File: config.mk
export PLATFORM = sky130hd
export DESIGN_NAME = timer_counter_flat
export DESIGN_NICKNAME = d
export VERILOG_FILES = /design/src/rtl/timer_counter_if.sv /design/src/rtl/timer_counter.sv /design/src/flat_wrapper.sv
export SDC_FILE = /design/constraint.sdc
export NUM_CORES = 1
export LEC_CHECK = 0
export CAP_MARGIN = 15
export CORE_MARGIN = 2
export CORE_UTILIZATION = 45
export CTS_CLUSTER_SIZE = 24
export DETAILED_ROUTE_END_ITERATION = 8
export PLACE_DENSITY_LB_ADDON = 0.15
export SETUP_SLACK_MARGIN = 0.1
export SYNTH_ARGS = -nofsm -noshare
export SYNTH_HDL_FRONTEND = slang
export SYNTH_SLANG_ARGS = --single-unit
File: constraint.sdc
create_clock -name clk -period 2 [get_ports clk]
set_input_delay 0.2 -clock clk [delete_from_list [all_inputs] [get_ports clk]]
set_output_delay 0.2 -clock clk [all_outputs]
set_load 0.01 [all_outputs]
File: src/rtl/timer_counter_if.sv
// Bridge-side port bundle for one timer instance: address/data/strobe in, read data and IRQ out.
interface timer_counter_if;
  logic [31:0] Addr;
  logic        WE;
  logic [31:0] Din;
  logic [31:0] Dout;
  logic        IRQ;

  modport master (output Addr, output WE, output Din, input Dout, input IRQ);
  modport slave  (input Addr, input WE, input Din, output Dout, output IRQ);
endinterface

File: src/rtl/timer_counter.sv
// Memory-mapped down-counting timer with one-shot / auto-reload modes and a maskable
// expiry interrupt; decodes only Addr[3:2], the bridge handles window decode.
module timer_counter #(
  parameter int unsigned CNT_W = 32
) (
  input  logic           clk,
  input  logic           reset,
  timer_counter_if.slave bus
);

  localparam int unsigned DATA_W = 32;
  localparam int unsigned SEL_W  = 2;
  localparam int unsigned CTRL_W = 4;

  typedef enum logic [1:0] {
    ST_IDLE = 2'd0,
    ST_LOAD = 2'd1,
    ST_CNT  = 2'd2,
    ST_INT  = 2'd3
  } state_t;

  typedef struct packed {
    logic       im;
    logic [1:0] mode;
    logic       en;
  } ctrl_t;

  localparam logic [SEL_W-1:0] SEL_CTRL   = 2'd0;
  localparam logic [SEL_W-1:0] SEL_PRESET = 2'd1;
  localparam logic [SEL_W-1:0] SEL_COUNT  = 2'd2;
  localparam logic [1:0]       MODE_AUTO  = 2'd1;

  state_t           state_q, state_d;
  ctrl_t            ctrl_q;
  logic [CNT_W-1:0] preset_q;
  logic [CNT_W-1:0] count_q;
  logic             irq_flag_q;

  logic [SEL_W-1:0] sel_c;
  logic             wr_ctrl_c, wr_preset_c;
  logic             load_c, dec_c, expire_c, reload_c, auto_clr_c;

  // Only Addr[3:2] and the low data bits matter; the rest are deliberately ignored.
  logic unused_bus_bits;
  assign unused_bus_bits = ^{bus.Addr, bus.Din};

  assign sel_c       = bus.Addr[3:2];
  assign wr_ctrl_c   = bus.WE && (sel_c == SEL_CTRL);
  assign wr_preset_c = bus.WE && (sel_c == SEL_PRESET);

  // FSM state register
  always_ff @(posedge clk or negedge reset) begin
    if (!reset) state_q <= ST_IDLE;
    else        state_q <= state_d;
  end

  // FSM next state and datapath strobes
  always_comb begin
    state_d    = state_q;
    load_c     = 1'b0;
    dec_c      = 1'b0;
    expire_c   = 1'b0;
    reload_c   = 1'b0;
    auto_clr_c = 1'b0;
    case (state_q)
      ST_IDLE: begin
        if (ctrl_q.en) state_d = ST_LOAD;
      end
      ST_LOAD: begin
        load_c  = 1'b1;
        state_d = ST_CNT;
      end
      ST_CNT: begin
        if (!ctrl_q.en) begin
          state_d = ST_IDLE;
        end else if (count_q > CNT_W'(1)) begin
          dec_c = 1'b1;
        end else begin
          expire_c = 1'b1;
          state_d  = ST_INT;
        end
      end
      ST_INT: begin
        state_d = ST_IDLE;
        if (ctrl_q.mode == MODE_AUTO) reload_c   = 1'b1;
        else                          auto_clr_c = 1'b1;
      end
      default: state_d = ST_IDLE;
    endcase
  end

  // CTRL: a CPU write overrides the one-shot EN auto-clear in the same cycle
  always_ff @(posedge clk or negedge reset) begin
    if (!reset) begin
      ctrl_q <= '0;
    end else if (wr_ctrl_c) begin
      ctrl_q <= ctrl_t'(bus.Din[CTRL_W-1:0]);
    end else if (auto_clr_c) begin
      ctrl_q.en <= 1'b0;
    end
  end

  // PRESET is only sampled by LOAD, so writes mid-count do not disturb COUNT
  always_ff @(posedge clk or negedge reset) begin
    if (!reset)           preset_q <= '0;
    else if (wr_preset_c) preset_q <= bus.Din[CNT_W-1:0];
  end

  // COUNT saturates at zero; PRESET=0 still spends one CNT cycle before expiry
  always_ff @(posedge clk or negedge reset) begin
    if (!reset)        count_q <= '0;
    else if (load_c)   count_q <= preset_q;
    else if (dec_c)    count_q <= count_q - CNT_W'(1);
    else if (expire_c) count_q <= '0;
  end

  // Expiry set has priority over clear-by-write and the auto-reload clear
  always_ff @(posedge clk or negedge reset) begin
    if (!reset)                                    irq_flag_q <= 1'b0;
    else if (expire_c)                             irq_flag_q <= 1'b1;
    else if (reload_c || wr_ctrl_c || wr_preset_c) irq_flag_q <= 1'b0;
  end

  // Zero-wait-state read mux of pre-edge register values
  always_comb begin
    bus.Dout = '0;
    case (sel_c)
      SEL_CTRL:   bus.Dout = DATA_W'(ctrl_q);
      SEL_PRESET: bus.Dout = DATA_W'(preset_q);
      SEL_COUNT:  bus.Dout = DATA_W'(count_q);
      default:    bus.Dout = '0;
    endcase
  end

  assign bus.IRQ = ctrl_q.im & irq_flag_q;

endmodule
File: src/flat_wrapper.sv
// flat-port wrapper written by rule: the top's interface ports become plain ports
module timer_counter_flat 
#(
  parameter int unsigned CNT_W = 32
)
  (clk, reset, bus_Addr, bus_WE, bus_Din, bus_Dout, bus_IRQ);
  timer_counter_if bus_i ();
  input  logic clk;
  input  logic reset;
  input wire logic [$bits(bus_i.Addr)-1:0] bus_Addr;
  input wire logic [$bits(bus_i.WE)-1:0] bus_WE;
  input wire logic [$bits(bus_i.Din)-1:0] bus_Din;
  output wire logic [$bits(bus_i.Dout)-1:0] bus_Dout;
  output wire logic [$bits(bus_i.IRQ)-1:0] bus_IRQ;
  assign bus_i.Addr = bus_Addr;
  assign bus_i.WE = bus_WE;
  assign bus_i.Din = bus_Din;
  assign bus_Dout = bus_i.Dout;
  assign bus_IRQ = bus_i.IRQ;
  timer_counter #(.CNT_W(CNT_W)) u_core (.clk(clk), .reset(reset), .bus(bus_i));
endmodule
==> impl_metrics.py, run 1 <==
metrics = {
    "status": {
        "outcome": "complete, but fails checks",
        "violations": "setup timing",
    },
    "die": {
        "fp.dieW_microns": 97.4,
        "initial_core_util_pct": 45.7,
        "dieArea_sq_um": 9490,
        "die_h_microns": 97.4,
        "pin_count": 100,
        "core_region_area_sq_um": 8590,
        "rows": 34,
    },
    "power": {
        "leakagePower_nw": 2.55,
        "powerDensity_nw_per_um2": 1220,
        "p_seq_share_pct": 32.3,
        "internal_power_mw": 4.40,
        "p_sw_share_pct": 38.3,
        "p_clk_share_pct": 14.8,
        "finalPower_mw": 7.14,
        "switching_power_mw": 2.74,
        "max-vdd-ir-drop_mv": 0.651,
        "pwr-share-comb_pct": 53.0,
    },
    "finish": {
        "layout.nets": 603,
        "seq_area_sq_um": 1780,
        "area_growth_pct": 49.5,
        "finalInstanceArea_sq_um": 5870,
        "drive_gt1_share_pct": 35.3,
        "fillers": 656,
        "multi_input_area_sq_um": 2280,
        "instances_no_fill": 644,
        "antenna_cells": 0,
    },
    "place": {
        "io_buffers": 69,
        "place_area_sq_um": 5360,
        "routabilityCongestion": 0.913,
        "dp.cells": 618,
        "hpwl_mm": 7.77,
    },
    "clock_network": {
        "clk_latency_ns": 0.35,
        "cts_root_buffer": "clkbuf_8",
        "cts_num_sinks": 71,
        "cts_tree": "built",
        "cts.clk_slew.worst_paths_ns": 0.07,
        "cts.htree.levels": 3,
        "cts_buffer_depth": 2,
        "cts_buffers": 9,
    },
    "worst_setup_path": {
        "path_delay_family": "simple AND/OR/NAND/NOR gates",
        "arrival_ns": 2.29,
        "crit_type": "reg2reg",
        "critPathMaxFanout": 5,
        "required_ns": 2.23,
        "critPathMostFrequentCell": "buf_4",
        "slowest_delay_ns": 0.55,
        "start_kind": "register",
        "cp_slowest_cell": "or4_4",
        "end_kind": "register",
        "timing.critical_path.buf_inv": 2,
        "crit_chain": "or4_4 -> nor4_4 -> buf_4 -> a41o_1 -> buf_4 -> o21ai_0",
    },
    "synthesis": {
        "yosysWarningCount": 0,
        "syn_area_sq_um": 3930,
        "synth_top_area_cell": "dfrtp_1",
        "yosys-top-cells-count": "dfrtp_1 (71), mux2_2 (34), nand2_1 (31)",
        "synth_top_flop_cell": "dfrtp_1",
        "synth_seq_area_share_pct": 45.3,
        "synthCells": 380,
        "synth_cell_type_count": 56,
        "yosysMostFrequentCell": "dfrtp_1",
        "synth.area.top_cells": "dfrtp_1 (45%), mux2_2 (9.8%), a22o_1 (6.2%)",
        "async_reset_ff_share_pct": 100,
        "synth_edf_count": 0,
        "synth.top_cell.area_share_pct": 45.3,
        "syn_avg_cell_area_sq_um": 10.3,
        "ys_ff_latch": 71,
        "syn_nets": 449,
    },
    "routing": {
        "first_iter_violations": 145,
        "drt_wl_total_mm": 11.3,
        "dr_total_vias": 3712,
        "vias_per_cell": 5.76,
        "first_pass_iters": 4,
        "wl_per_cell_microns": 17.5,
        "drc": 0,
        "postRouteAntennaNets": 0,
    },
    "global_route": {
        "antenna_found_initial": 0,
        "grt_pass1_wl_mm": 18.7,
        "grt_use_total_pct": 24.3,
        "grt_pass1_vias": 3753,
        "grt_start_max_net_pins": 72,
        "overflow": 0,
    },
    "worst_hold_path": {
        "min_path_type": "in2async",
    },
    "sta": {
        "clock.fmax_ghz": 0.486,
        "finalSetupViolCount": 23,
        "tightest_slew_ns": 0.491,
        "clock_skew_ns": 0.00568,
        "hold_viol_final": 0,
        "max_slew_margin_pct": 66.8,
        "finalSetupTns_ns": -0.807,
        "period_minus_slack_ns": 2.06,
        "finalCritPeriodShare_pct": 103,
        "grt_setup_unrepaired": "true",
        "worst_slack_ns": -0.0579,
        "maxSlewViolCount": 0,
    },
    "job": {
        "drv_cap": 0,
    },
}
repair_timing:
action | 4_1_cts | 5_1_grt
gates resized for setup | 33 | 22
hold endpoints to repair | 71 | 0
buffers inserted | 7 | 5
pin swaps | 12 | 5
endpoints found under the setup margin | 64 | 45
gates cloned | 1 | 0
hold buffers | 1 | 0
cells in the final DEF (no fill, tap or decap), types with 3 or more instances in the layout:
cell,instances
and3_1,4
nand4_1,7
nor4_1,7
mux2_2,34
xor2_1,5
o311ai_1,3
buf_6,10
nand2_1,30
nor4_4,5
dlymetal6s2s_1,4
nand2b_1,5
mux2i_1,4
nand3_2,4
a22oi_1,11
nor3_1,7
clkbuf_8,12
nor2_1,21
buf_12,3
o211ai_1,3
o21ai_0,17
nand3_1,10
a21oi_1,5
dfrtp_1,69
or4_4,4
buf_4,81
clkdlybuf4s50_1,61
xnor2_1,13
o21ai_2,5
a22o_1,28
inv_1,5
state kept, by name, summed over array words and instances, names as in the netlist:
register / count
u_core.count_q: 32
u_core.irq_flag_q: 1
u_core.preset_q: 32
u_core.state_q: 2
u_core.ctrl_q: 4
power groups by stage:
stage	clock network (mW)	registers (mW)	logic [mW]
after global routing	1.13	2.36	4.10
final	1.05	2.30	3.78
after floorplan	0	2.38	1.65
after CTS	1.07	2.29	3.59
after detailed placement	0	2.31	3.40
after global placement	0	2.30	3.33
through the flow:
stage / utilization [%] / worst slack (ns) / hold WS (ns)
2_1_floorplan: - / -0.00955 / -0.0956
3_3_place_gp: 62.4 / -0.0934 / 0.260
3_5_place_dp: 62.4 / -0.107 / 0.262
4_1_cts: 66.8 / -0.0489 / 0.433
5_1_grt: 68.3 / -0.145 / 0.454
6_report: 68.3 / -0.0579 / 0.400
path summary, 6_finish.rpt:
check | slack [ns] | cells past startpoint | to | from
max in group asynchronous | 1.26 | 3 | u_core.count_q[8]$_DFFE_PN0P_ | reset
min in group clk | 0.43 | 3 | u_core.ctrl_q[1]$_DFFE_PN0P_ | bus_Din[1]
min | 0.40 | 3 | u_core.ctrl_q[1]$_DFFE_PN0P_ | reset
min reg2reg | 0.50 | 1 | u_core.count_q[0]$_DFFE_PN0P_ | u_core.count_q[0]$_DFFE_PN0P_
max | -0.06 | 6 | u_core.count_q[14]$_DFFE_PN0P_ | u_core.count_q[29]$_DFFE_PN0P_
max reg2reg | -0.06 | 6 | u_core.count_q[14]$_DFFE_PN0P_ | u_core.count_q[29]$_DFFE_PN0P_
tightest hold or removal path, stage by stage:
cell	delay, ns
dlygate4sd3_1	0.52
buf_2	0.12
buf_12	0.32
logic make-up (layout without fill, tap and decap cells):
family	after synthesis	in the layout	synth area share [%]
compound gates	90	90	16.6
xor+xnor	18	18	4.02
fa+ha+maj	2	2	0.637
buf+inv	27	182	2.64
flops	71	71	45.3
mux	38	38	10.8
simple gates	134	135	20.1
metal layers:
metal / global-route usage, % / part of all wire, %
met1: 31.5 / 44
met2: 41.1 / 50
met3: 4.46 / 4.8
met4: 8.12 / 1.7
met5: 0 / 0
layout make-up:
cell class | instances | area share, %
Multi-Input combinational cell | 283 | 38.9
Sequential cell | 71 | 30.3
Timing Repair Buffer | 164 | 25.3
Clock buffer | 12 | 2.81
Tap cell | 108 | 2.30
Inverter | 5 | 0.320
Clock inverter | 1 | 0.0853
(Power assumes the default switching activity.)
==> inputs of run 2 (changes only) <==
==> constraint.sdc (replaced) <==
create_clock -name clk -period 1.83 [get_ports clk]
set_input_delay 0.183 -clock clk [delete_from_list [all_inputs] [get_ports clk]]
set_output_delay 0.183 -clock clk [all_outputs]
set_load 0.01 [all_outputs]
==> impl_metrics.py, run 2 (synthesis results as in run 1) <==
metrics = {
    "status": {
        "outcome": "complete, but fails checks",
        "violations": "setup timing",
    },
    "global_route": {
        "met2_usage_pct": 41.8,
        "grt_use_total_pct": 25.5,
        "overflow": 0,
        "grt_pass1_vias": 3889,
        "met3_usage_pct": 5.18,
        "grt_use_met1_pct": 33.9,
        "grt_pass1_wl_mm": 19.5,
        "grt_start_max_net_pins": 72,
        "grt.busiest_layer": "met2",
        "antenna_found_initial": 0,
    },
    "routing": {
        "drc": 0,
        "vias_per_cell": 5.77,
        "drt_wl_total_mm": 11.8,
        "wl_per_cell_microns": 17.8,
        "first_iter_violations": 213,
        "first_pass_iters": 5,
        "dr_total_vias": 3827,
        "postRouteAntennaNets": 0,
    },
    "worst_hold_path": {
        "min_path_type": "in2async",
    },
    "sta": {
        "grt_setup_unrepaired": "true",
        "period_minus_slack_ns": 2.11,
        "tightest_slew_ns": 0.400,
        "maxSlewViolCount": 0,
        "clock_skew_ns": 0.0115,
        "worst_slack_ns": -0.278,
        "finalSetupViolCount": 34,
        "finalCritPeriodShare_pct": 115,
        "hold_viol_final": 0,
        "clock.fmax_ghz": 0.474,
        "max_slew_margin_pct": 73.1,
    },
    "finish": {
        "area_growth_pct": 51.8,
        "drive_gt1_share_pct": 39.1,
        "layout.cells.most_common": "buf_4",
        "reg_top3": "u_core.count_q (32), u_core.preset_q (32), u_core.ctrl_q (4)",
        "layout.nets": 619,
        "instances_no_fill": 663,
        "fillers": 639,
        "most-common-layout-cells": "buf_4 (96), dfrtp_1 (70), mux2_2 (34), clkdlybuf4s50_1 (34), nand2_1 (30)",
        "antenna_cells": 0,
    },
    "clock_network": {
        "cts_num_sinks": 71,
        "cts_buffer_depth": 2,
        "cts_tree": "built",
        "cts_buffers": 9,
        "cts_root_buffer": "clkbuf_8",
        "cts.clk_slew.worst_paths_ns": 0.08,
        "clk_latency_ns": 0.35,
        "cts.htree.levels": 3,
    },
    "place": {
        "dp.cells": 625,
        "dp_slack_ns": -0.269,
        "hpwl_mm": 8.04,
        "routabilityCongestion": 0.924,
        "io_buffers": 69,
    },
    "power": {
        "finalPower_mw": 7.96,
        "max-vdd-ir-drop_mv": 0.825,
        "powerDensity_nw_per_um2": 1340,
        "leakagePower_nw": 2.66,
    },
    "die": {
        "initial_core_util_pct": 45.7,
        "die_h_microns": 97.4,
        "dieArea_sq_um": 9490,
        "rows": 34,
        "fp.dieW_microns": 97.4,
        "pin_count": 100,
        "core_region_area_sq_um": 8590,
    },
    "worst_setup_path": {
        "r2r-start": "u_core.count_q[3]$_DFFE_PN0P_",
        "start_kind": "register",
        "end_kind": "register",
        "r2r_end": "u_core.count_q[31]$_DFFE_PN0P_",
        "required_ns": 2.04,
        "arrival_ns": 2.32,
        "r2r_slack_ns": -0.28,
        "r2r_cells": 6,
        "crit_type": "reg2reg",
        "critPathMaxFanout": 4,
    },
    "job": {
        "drv_cap": 0,
    },
}
[run 2: cell count changes in the layout (fill, tap and decap cells not counted), sizes merged, moves of 4 or more]
cell / previous run / this run
dlygate4sd2: 2 / 24
dlymetal6s2s: 4 / 0
clkbuf: 12 / 20
buf: 95 / 112
clkdlybuf4s50: 61 / 34
[run 2: area by class of cell]
type                    instances  area (sq um)  share of cell area, %
multi-input cells             282          2250                   37.8
flip-flops and latches         71          1780                   29.8
repair buffers                181          1570                   26.3
clock buffers                  13           169                   2.83
well taps                     108           135                   2.27
clock inverters                 3          40.0                  0.672
inverters                       5          18.8                  0.315
[run 2: repair_timing]
item	4_1_cts	5_1_grt
setup endpoints to repair	66	43
hold buffers	1	0
cloned	2	0
gates resized for setup	70	27
hold endpoints to repair	71	0
setup buffers	9	10
pin swaps	18	10
[run 2: per-stage QoR]
step	setup TNS [ns]	cell area [sq um]	hold WS (ns)	utilization (%)
floorplan	-1.72	3990	-0.113	-
global placement	-14.60	5450	0.243	63.4
detailed placement	-17.89	5450	0.242	63.4
CTS	-5.56	5830	0.412	67.9
global route	-7.62	5960	0.428	69.4
finish	-5.13	5960	0.394	69.4
[run 2: routing by layer]
layer | vias up | part of all wire [%]
met1 | 1910 | 44
met4 | 0 | 2.4
li1 | 1776 | -
met5 | - | 0
met2 | 109 | 49
met3 | 32 | 4.5
[run 2: where the power goes]
part / total, mW / switching [mW] / internal, mW
clock network: 1.34 / 0.599 / 0.738
registers: 2.51 / 0.434 / 2.07
logic: 4.12 / 1.99 / 2.13
[run 2: worst max path at each step]
stage	startpoint	endpoint	slack, ns
after global routing	u_core.count_q[7]$_DFFE_PN0P_	u_core.count_q[16]$_DFFE_PN0P_	-0.31
after global placement	bus_Addr[3]	bus_Dout[19]	-0.25
final	u_core.count_q[3]$_DFFE_PN0P_	u_core.count_q[31]$_DFFE_PN0P_	-0.28
after floorplan	u_core.count_q[6]$_DFFE_PN0P_	u_core.count_q[21]$_DFFE_PN0P_	-0.18
after CTS	u_core.count_q[31]$_DFFE_PN0P_	u_core.count_q[28]$_DFFE_PN0P_	-0.23
after detailed placement	bus_Addr[2]	bus_Dout[8]	-0.27
[run 2: critical path, stage by stage, from the launching register on]
cell and delay (ns):
dfrtp_1 0.42, or3_4 0.42, nor4_4 0.32, buf_4 0.17, nand4_1 0.15, o311ai_2 0.35, nand3_1 0.14
==> inputs of run 3 (changes only) <==
--- a/config.mk
+++ b/config.mk
@@ -10,7 +10,7 @@
 export CORE_UTILIZATION = 45
 export CTS_CLUSTER_SIZE = 24
 export DETAILED_ROUTE_END_ITERATION = 8
-export PLACE_DENSITY_LB_ADDON = 0.15
+export PLACE_DENSITY_LB_ADDON = 0.12
 export SETUP_SLACK_MARGIN = 0.1
 export SYNTH_ARGS = -nofsm -noshare
 export SYNTH_HDL_FRONTEND = slang
==> impl_metrics.py, run 3 (synthesis results as in run 1) <==
metrics = {
    "status": {
        "outcome": "complete, but fails checks",
        "violations": "setup timing",
    },
    "routing": {
        "drt_wl_total_mm": 11.6,
        "vias_per_cell": 5.61,
        "first_iter_violations": 120,
        "first_pass_iters": 4,
        "wl_per_cell_microns": 17.6,
        "drc": 0,
        "postRouteAntennaNets": 0,
        "dr_total_vias": 3692,
    },
    "die": {
        "die_h_microns": 97.4,
        "initial_core_util_pct": 45.7,
        "core_region_area_sq_um": 8590,
        "dieArea_sq_um": 9490,
        "rows": 34,
        "fp.dieW_microns": 97.4,
        "pin_count": 100,
    },
    "sta": {
        "clock.fmax_ghz": 0.487,
        "maxSlewViolCount": 0,
        "worst_slack_ns": -0.224,
        "hold_slack_ns": 0.401,
        "clock_skew_ns": 0.00906,
        "finalSetupTns_ns": -4.76,
        "finalCritPeriodShare_pct": 112,
        "period_minus_slack_ns": 2.05,
        "tightest_slew_ns": 0.513,
        "max_slew_margin_pct": 65.8,
        "hold_viol_final": 0,
        "finalSetupViolCount": 33,
        "grt_setup_unrepaired": "true",
    },
    "finish": {
        "most-common-layout-cells": "buf_4 (92), dfrtp_1 (69), clkdlybuf4s50_1 (35), mux2_2 (34), nand2_1 (30)",
        "layout.cells.most_common": "buf_4",
        "instances_no_fill": 658,
        "drive_gt1_share_pct": 38.7,
        "layout.nets": 614,
        "finalInstanceArea_sq_um": 5920,
        "area_growth_pct": 50.8,
        "antenna_cells": 0,
        "reg_top3": "u_core.count_q (32), u_core.preset_q (32), u_core.ctrl_q (4)",
        "fillers": 696,
    },
    "place": {
        "hpwl_mm": 8.20,
        "io_buffers": 69,
        "dp.cells": 633,
        "place_area_sq_um": 5520,
        "routabilityCongestion": 0.896,
    },
    "global_route": {
        "antenna_found_initial": 0,
        "overflow": 0,
        "grt_start_max_net_pins": 52,
        "grt_use_total_pct": 24.9,
        "grt_pass1_vias": 3868,
        "grt_pass1_wl_mm": 19.2,
    },
    "power": {
        "finalPower_mw": 8.02,
        "powerDensity_nw_per_um2": 1350,
        "max-vdd-ir-drop_mv": 0.701,
        "leakagePower_nw": 2.66,
    },
    "worst_setup_path": {
        "arrival_ns": 2.25,
        "critPathMaxFanout": 5,
        "crit_type": "reg2reg",
        "end_kind": "register",
        "required_ns": 2.03,
        "start_kind": "register",
    },
    "job": {
        "drv_cap": 0,
    },
    "worst_hold_path": {
        "min_path_type": "in2async",
    },
    "clock_network": {
        "cts_root_buffer": "clkbuf_8",
        "cts_num_sinks": 71,
        "cts.htree.levels": 3,
        "cts.clk_slew.worst_paths_ns": 0.08,
        "cts_tree": "built",
        "clk_latency_ns": 0.34,
        "cts_buffers": 9,
        "cts_buffer_depth": 2,
    },
}
==> run 3: cell types whose count changed in the layout (fill, tap and decap cells not counted), sizes merged, moves of 2 or more <==
cell,before,now
clkbuf,20,14
buf,112,107
clkdlybuf4s15,2,4
clkinv,2,4
dlygate4sd2,24,26
==> run 3: per-layer routing <==
metal	routed length, microns	global-route usage (%)
met1	5270	34.6
met5	0	0
met3	442	3.53
met2	5690	40.5
met4	157	7.69
==> run 3: worst paths after layout <==
| check | cells after the start | slack [ns] | to | start |
|---|---|---|---|---|
| min in group clk | 3 | 0.42 | u_core.ctrl_q[1]$_DFFE_PN0P_ | bus_Din[1] |
| hold reg to reg | 2 | 0.52 | u_core.count_q[22]$_DFFE_PN0P_ | u_core.preset_q[22]$_DFFE_PN0P_ |
| setup / recovery | 7 | -0.22 | u_core.count_q[16]$_DFFE_PN0P_ | u_core.count_q[4]$_DFFE_PN0P_ |
| hold / removal | 2 | 0.40 | u_core.preset_q[10]$_DFFE_PN0P_ | reset |
| max in group asynchronous | 3 | 0.75 | u_core.count_q[27]$_DFFE_PN0P_ | reset |
| setup reg to reg | 7 | -0.22 | u_core.count_q[16]$_DFFE_PN0P_ | u_core.count_q[4]$_DFFE_PN0P_ |
==> run 3: what timing repair did <==
| action | in CTS | in global routing |
|---|---|---|
| hold buffers | 1 | 0 |
| endpoints found under the hold margin | 20 | 0 |
| pin swaps | 15 | 8 |
| resized for setup | 60 | 28 |
| cloned | 0 | 0 |
| setup buffers | 6 | 3 |
| endpoints found under the setup margin | 66 | 38 |
==> run 3: worst max-delay path, stage by stage (launching register included) <==
cell and delay (ns):
dfrtp_1 0.41, or3_4 0.40, buf_6 0.13, nor4_4 0.32, buf_4 0.18, nand4_4 0.12
a31oi_1 0.19, o221ai_1 0.16
==> run 3: final cells by class <==
cell class / count / area (sq um) / area share [%]
clock inverters: 4 / 20.0 / 0.338
flip-flops and latches: 71 / 1780 / 30.0
well taps: 108 / 135 / 2.28
multi-input cells: 282 / 2270 / 38.4
inverters: 5 / 18.8 / 0.317
repair buffers: 176 / 1540 / 26.0
clock buffers: 12 / 155 / 2.62
==> run 3: metrics by stage <==
step | setup slack (ns) | utilization (%)
after floorplan | -0.180 | -
after global placement | -0.243 | 64.3
after detailed placement | -0.260 | 64.3
after CTS | -0.230 | 67.5
after global routing | -0.335 | 68.9
final | -0.224 | 68.9
==> run 3: power breakdown <==
part | switching, mW | internal [mW] | leakage [nW]
registers | 0.412 | 2.07 | 0.863
logic | 2.08 | 2.30 | 1.70
clock network | 0.598 | 0.558 | 0.0959
total | 3.09 | 4.93 | 2.66
